## config.mk

```make
export PLATFORM = sky130hd
export DESIGN_NAME = pad_operand_deserializer
export DESIGN_NICKNAME = d
export VERILOG_FILES = /design/src/rtl/pad_operand_deserializer.sv
export SDC_FILE = /design/constraint.sdc
export NUM_CORES = 1
export LEC_CHECK = 0
export BUFFER_PORTS_ARGS = -buffer_cell sky130_fd_sc_hd__buf_2
export CORE_MARGIN = 8
export CORE_UTILIZATION = 35
export CTS_CLUSTER_DIAMETER = 60
export DETAILED_ROUTE_END_ITERATION = 16
export PLACE_DENSITY = 0.59
export SLEW_MARGIN = 0
export SYNTH_ARGS = -nofsm -noshare
export SYNTH_HDL_FRONTEND = slang
export SYNTH_SLANG_ARGS = --single-unit
```

## constraint.sdc

```tcl
create_clock -name wb_clk_i -period 2.57 [get_ports wb_clk_i]
set_input_delay 0.257 -clock wb_clk_i [delete_from_list [all_inputs] [get_ports wb_clk_i]]
set_output_delay 0.257 -clock wb_clk_i [all_outputs]
set_load 0.02 [all_outputs]
```

## src/rtl/pad_operand_deserializer.sv

```systemverilog
// pad_operand_deserializer
// Collects two WIDTH-bit operands shifted in LSB first from asynchronous
// chip pads while a frame-enable pad is high, and hands them to the
// multiplier wrapper over a valid/ready handshake. Short frames raise a
// one-cycle abort pulse; a frame arriving while operands are still pending
// raises a sticky overrun flag.
module pad_operand_deserializer #(
  parameter int WIDTH = 16
) (
  input  logic             wb_clk_i,
  input  logic             wb_rst_ni,
  input  logic             ser_en_i,
  input  logic             ser_a_i,
  input  logic             ser_b_i,
  input  logic             op_ready_i,
  input  logic             clr_err_i,
  output logic [WIDTH-1:0] op_a_o,
  output logic [WIDTH-1:0] op_b_o,
  output logic             op_valid_o,
  output logic             busy_o,
  output logic             abort_o,
  output logic             overrun_o
);

  localparam int               IDX_W = $clog2(WIDTH);
  localparam int               CNT_W = IDX_W + 1;
  localparam logic [CNT_W-1:0] LAST  = CNT_W'(WIDTH - 1);

  typedef enum logic [1:0] {
    IDLE,
    SHIFT,
    HOLD,
    WAIT_DROP
  } state_e;

  // Pad synchronizer stages, packed as {en, b, a}.
  logic [2:0]       sync1_q, sync1_d;
  logic [2:0]       sync2_q, sync2_d;
  // Shifts in ones after reset; bit 1 set means sync2 now carries real pad data.
  logic [1:0]       primed_q, primed_d;
  // Previous synchronized enable for rising-edge detection.
  logic             en_dly_q, en_dly_d;

  state_e           state_q, state_d;
  logic [CNT_W-1:0] cnt_q, cnt_d;
  logic [WIDTH-1:0] sh_a_q, sh_a_d;
  logic [WIDTH-1:0] sh_b_q, sh_b_d;
  logic [WIDTH-1:0] op_a_q, op_a_d;
  logic [WIDTH-1:0] op_b_q, op_b_d;
  logic             op_valid_q, op_valid_d;
  logic             busy_q, busy_d;
  logic             abort_q, abort_d;
  logic             overrun_q, overrun_d;

  logic             en_s, a_s, b_s;
  logic             frame_start;

  assign en_s = sync2_q[2];
  assign b_s  = sync2_q[1];
  assign a_s  = sync2_q[0];

  // The edge register is held at 1 until the synchronizer has flushed its
  // reset zeros, so an enable already high at reset release never looks
  // like a fresh rising edge.
  assign frame_start = en_s & ~en_dly_q;

  // Next-state logic for the synchronizers, edge detector, framing FSM and outputs.
  always_comb begin
    // NOTE: every variable gets a default before the case so no path leaves
    // one unassigned, which would otherwise infer a latch.
    sync1_d    = {ser_en_i, ser_b_i, ser_a_i};
    sync2_d    = sync1_q;
    primed_d   = {primed_q[0], 1'b1};
    en_dly_d   = primed_q[1] ? en_s : 1'b1;
    state_d    = state_q;
    cnt_d      = cnt_q;
    sh_a_d     = sh_a_q;
    sh_b_d     = sh_b_q;
    op_a_d     = op_a_q;
    op_b_d     = op_b_q;
    op_valid_d = op_valid_q;
    abort_d    = 1'b0;
    // Clear first, set later in HOLD, so a simultaneous set wins.
    overrun_d  = overrun_q & ~clr_err_i;

    unique case (state_q)
      IDLE: begin
        if (frame_start) begin
          sh_a_d[0] = a_s;
          sh_b_d[0] = b_s;
          cnt_d     = CNT_W'(1);
          state_d   = SHIFT;
        end
      end
      SHIFT: begin
        if (en_s) begin
          sh_a_d[cnt_q[IDX_W-1:0]] = a_s;
          sh_b_d[cnt_q[IDX_W-1:0]] = b_s;
          if (cnt_q == LAST) begin
            // Publish the word including the bit written this cycle.
            op_a_d     = sh_a_d;
            op_b_d     = sh_b_d;
            op_valid_d = 1'b1;
            cnt_d      = '0;
            state_d    = HOLD;
          end else begin
            cnt_d = cnt_q + CNT_W'(1);
          end
        end else begin
          abort_d = 1'b1;
          cnt_d   = '0;
          state_d = IDLE;
        end
      end
      HOLD: begin
        if (frame_start) begin
          overrun_d = 1'b1;
        end
        if (op_ready_i) begin
          op_valid_d = 1'b0;
          // An enable still high belongs to the delivered (or overrun) frame.
          state_d    = en_s ? WAIT_DROP : IDLE;
        end
      end
      WAIT_DROP: begin
        if (!en_s) begin
          state_d = IDLE;
        end
      end
      default: state_d = IDLE;
    endcase

    busy_d = (state_d != IDLE);
  end

  // All state registers, cleared asynchronously on reset.
  always_ff @(posedge wb_clk_i or negedge wb_rst_ni) begin
    if (!wb_rst_ni) begin
      sync1_q    <= '0;
      sync2_q    <= '0;
      primed_q   <= '0;
      en_dly_q   <= 1'b1;
      state_q    <= IDLE;
      cnt_q      <= '0;
      sh_a_q     <= '0;
      sh_b_q     <= '0;
      op_a_q     <= '0;
      op_b_q     <= '0;
      op_valid_q <= 1'b0;
      busy_q     <= 1'b0;
      abort_q    <= 1'b0;
      overrun_q  <= 1'b0;
    end else begin
      // NOTE: non-blocking assignments make every flop sample the pre-edge
      // values, so the order of these lines cannot change behaviour.
      sync1_q    <= sync1_d;
      sync2_q    <= sync2_d;
      primed_q   <= primed_d;
      en_dly_q   <= en_dly_d;
      state_q    <= state_d;
      cnt_q      <= cnt_d;
      sh_a_q     <= sh_a_d;
      sh_b_q     <= sh_b_d;
      op_a_q     <= op_a_d;
      op_b_q     <= op_b_d;
      op_valid_q <= op_valid_d;
      busy_q     <= busy_d;
      abort_q    <= abort_d;
      overrun_q  <= overrun_d;
    end
  end

  assign op_a_o     = op_a_q;
  assign op_b_o     = op_b_q;
  assign op_valid_o = op_valid_q;
  assign busy_o     = busy_q;
  assign abort_o    = abort_q;
  assign overrun_o  = overrun_q;

endmodule
```

==> PnR_summary.wiki <==
{| class="wikitable"
! Metric !! Value
|-
| Element type at the critical path start || register
|-
| Crit path time final || 2.11 ns
|-
| Clock buffers created by TritonCTS || 9
|-
| Resized cells post-CTS || 0
|-
| Count of endpoints failing setup in the final report || 0
|-
| Power density of the placed cells || 728 mW/mm²
|-
| Largest fanout on the critical path || 5
|-
| Std-Cell Core Area || ~0.0098 mm²
|-
| Area share of the largest cell type after synthesis || between 50% and 60%
|-
| Top-level port count || 43
|-
| Req. time, crit path || 2.81 ns
|-
| Gate count of the mapped netlist || between 300 and 400
|-
| Share of synthesized area occupied by flip-flops and latches || 58.2%
|-
| Longest Clk Path Bufs || 2
|-
| Post-route clock period utilization || 82.0%
|-
| Number of nets still failing antenna checks after routing || 0
|-
| Int Pwr || about 0.0023 W
|-
| Per-cell routed wire length || 15.5 µm
|-
| Number of enable flip-flop cells after synthesis || 0
|-
| Yosys synthesis warning count || 0
|-
| Total number of placement rows || 36
|-
| Dpl ws || roughly 0.47 ns
|-
| Total nets after synthesis || between 300 and 400
|-
| LEAKAGE || around 2.1 nW
|-
| Combinational cell fraction of total power || between 10% and 20%
|-
| GRT Util Overall || between 10% and 20%
|-
| Max frequency || about 470 MHz
|-
| Flip-flop cell with the highest count after synthesis || dfrtp_1
|-
| Largest net degree at the start of global routing || between 50 and 60
|-
| Worst-Skew Late Latency || 0.35 ns
|-
| Port Buffers || 42
|-
| Global-route wire length before repair || 12.6 mm
|-
| Total design power || 0.00303 W
|-
| Critical R2R Launch || cnt_q[0]
|-
| Worst hold endpoint || overrun_o
|-
| Die width || about 120 µm
|-
| Routability cong. || about 0.80
|-
| Number of search-and-repair iterations in the first detailed-routing pass || 4
|-
| Worst path cell trace || inv_1, ha_1, or3b_4, a2111oi_4, mux2_2
|-
| CTS root buffer || clkbuf_8
|-
| Critical path buffers and inverters || 1
|-
| Sum Neg Setup Slack || 0 ns
|-
| Number of global-route vias before repair || between 2000 and 2500
|-
| Antenna diode count || 0
|-
| Setup slack of the critical path after layout || roughly 0.46 ns
|-
| Type of the setup path with the least slack || register to register
|-
| Reg power frac || roughly half
|-
| Area growth from synthesis to final layout || 18.1%
|-
| Data arrival at the endpoint of the critical path || around 2.4 ns
|-
| Vertical die dimension || about 120 µm
|-
| # placed instances || 472
|-
| Initial cell density of the core || approximately 36%
|-
| Unrepaired setup endpoints after global routing || false
|-
| Largest stage delay on the critical path || 0.44 ns
|-
| Yosys reg bits || 82
|-
| Reg area || approximately 0.0021 mm²
|-
| Most used standard cell by instance count after synthesis || o21ai_0
|-
| Total area of multi-input combinational cells || 0.00135 mm²
|-
| Total congestion overflow after global routing || 0
|-
| Endpoint class of the critical path || register
|-
| DR iter-0 viols || between 100 and 150
|-
| Post-layout instance count excluding filler cells || between 400 and 500
|-
| Max-cap violation count || 0
|-
| Mean instance size in the synthesized netlist || between 10 and 15 µm²
|-
| Worst Reg-to-Reg Cells || 5
|-
| Most used standard cells in the synthesized netlist || o21ai_0, dfrtp_1, mux2i_1
|-
| Placed inst area || approximately 0.0039 mm²
|-
| H-tree lvl count || 3
|-
| Number of fill cells || around 960
|-
| Half-perimeter wire length of the detailed placement result || 5.18 mm
|-
| Worst setup skew after layout || ~0.0076 ns
|-
| Count of unique library cells instantiated by Yosys || 33
|-
| Post-layout net count || 365
|-
| Max-slew headroom || a little over half
|-
| Tightest Pin Transition || 0.705 ns
|-
| Clock network power share || between 30 and 40%
|-
| Number of hold violations in the final report || 0
|-
| Post-CTS setup repair buffer count || 0
|-
| Leading post-synthesis cells by cell area || dfrtp_1, o21ai_0, mux2i_1
|-
| Final slew viol count || 0
|-
| Switching Fraction || about a quarter
|-
| Sinks on the clock net || 82
|-
| DRC violation count after routing || 0
|-
| Peak ir drop on the vdd network || approximately 0.35 mV
|-
| Final wirelength || approximately 7.6 mm
|-
| Hold Path Class || primary input to register
|-
| Status || complete, no violations
|-
| Number of antenna violations at the first check in global routing || 0
|-
| Flop2flop setup slack || between 0.4 and 0.5 ns
|-
| Synth area leader || dfrtp_1
|-
| Ratio of cells with drive above 1 in the final layout || 22.8%
|-
| TritonCTS clock tree || yes
|-
| Hold buffer count at CTS || 4
|-
| Routed vias || about 2400
|-
| Clock edge transition at the registers on the reported setup and hold paths || roughly 0.080 ns
|-
| Destination of the worst register-to-register timing path || sh_a_q[0]
|-
| Post-synthesis instance area || 0.00353 mm²
|-
| Gate family responsible for the most delay along the worst path || simple AND/OR/NAND/NOR gates
|-
| Final design area excluding fillers || roughly 0.0042 mm²
|-
| Worst path slowest cell || or3b_4
|-
| Worst Hold Path Cells || 2
|-
| Hold path startpoint || clr_err_i
|-
| Switching component of the power || 0.000780 W
|-
| Detailed-route vias per instance || 4.97
|-
| Synth async-reset ratio || between 90% and 100%
|-
| Die area || about 0.014 mm²
|}
cell families (layout without fill, tap and decap cells):
| logic type | count (synthesis) | in the layout | share of synthesized area (%) |
|---|---|---|---|
| muxes | 44 | 44 | 13.0 |
| DFF | 82 | 82 | 58.2 |
| adders and majority gates | 4 | 4 | 1.42 |
| AOI/OAI and AO/OA | 97 | 97 | 15.2 |
| buffers and inverters | 30 | 74 | 3.51 |
| and+or+nand+nor | 57 | 57 | 8.61 |
| other | 1 | 1 | 0.106 |
registers in the layout (all words and copies together) (netlist names):
| signal | count |
|---|---|
| overrun_o | 1 |
| en_dly_q | 1 |
| busy_o | 1 |
| op_a_o | 16 |
| sync1_q | 3 |
| state_q | 2 |
| op_b_o | 16 |
| cnt_q | 5 |
| abort_o | 1 |
| sync2_q | 3 |
| primed_q | 2 |
| sh_b_q | 15 |
| sh_a_q | 15 |
| op_valid_o | 1 |
per-stage QoR:
stage / utilization [%] / hold WS, ns
after floorplan: - / -0.0386
after global placement: 39.7 / 0.262
after detailed placement: 39.7 / 0.265
after CTS: 42.6 / 0.0704
after global routing: 42.6 / 0.0844
final: 42.6 / 0.0937
routing by layer:
metal	vias up	GRT usage, %	wire length [µm]
li1	1187	-	-
met1	1202	15.5	3610
met2	44	18.5	3570
met3	14	2.90	274
met4	0	6.48	181
met5	-	0	0
power groups by stage:
stage	sequential (W)	combinational (W)	clock, W
final	0.00147	0.000419	0.00115
after global routing	0.00148	0.000471	0.00124
after CTS	0.00146	0.000426	0.00118
after detailed placement	0.00149	0.000419	0
after global placement	0.00148	0.000414	0
after floorplan	0.00146	0.000320	0
worst max path at each step:
stage | startpoint | to | slack (ns) | cells past startpoint
floorplan | cnt_q[0] | sh_a_q[0] | 0.59 | 5
global placement | cnt_q[0] | sh_a_q[0] | 0.55 | 5
detailed placement | cnt_q[0] | sh_a_q[0] | 0.47 | 5
CTS | cnt_q[0] | op_a_o[9] | 0.45 | 5
global route | cnt_q[1] | op_b_o[8] | 0.32 | 5
finish | cnt_q[0] | sh_a_q[0] | 0.46 | 5
cells in the final DEF (no fill, tap or decap), types with 2 or more instances in the layout:
cell           netlist  final
nor2b_1              2      2
clkbuf_8             0     10
a31oi_1              2      2
ha_1                 4      4
buf_4                0      5
buf_2                3     41
buf_12               0      2
nand3b_1             9      9
inv_1                6      6
dfrtp_1             81     81
dlygate4sd3_1        0      4
o21ai_0             83     83
mux2i_1             30     30
nand2b_1             2      2
nand3_1              6      6
nand2_1             26     26
nor2_1               4      4
bufinv_16            0      3
mux2_2              14     14
a21oi_1              3      3
nor3b_1              4      4
worst register-to-register path, cell delays in order, from the launching register on:
cell and delay [ns]:
dfrtp_1 0.43, inv_1 0.14, ha_1 0.22, or3b_4 0.44, a2111oi_4 0.39, mux2_2 0.37
final cells by class:
cell class / count / area share, %
tap: 133 / 3.99
inverter: 6 / 0.540
multi-input combinational: 203 / 32.5
clock inverter: 6 / 2.70
clock buffer: 10 / 3.30
timing repair buffer: 52 / 7.75
sequential: 82 / 49.3
Power figures use the tool's default switching activity.
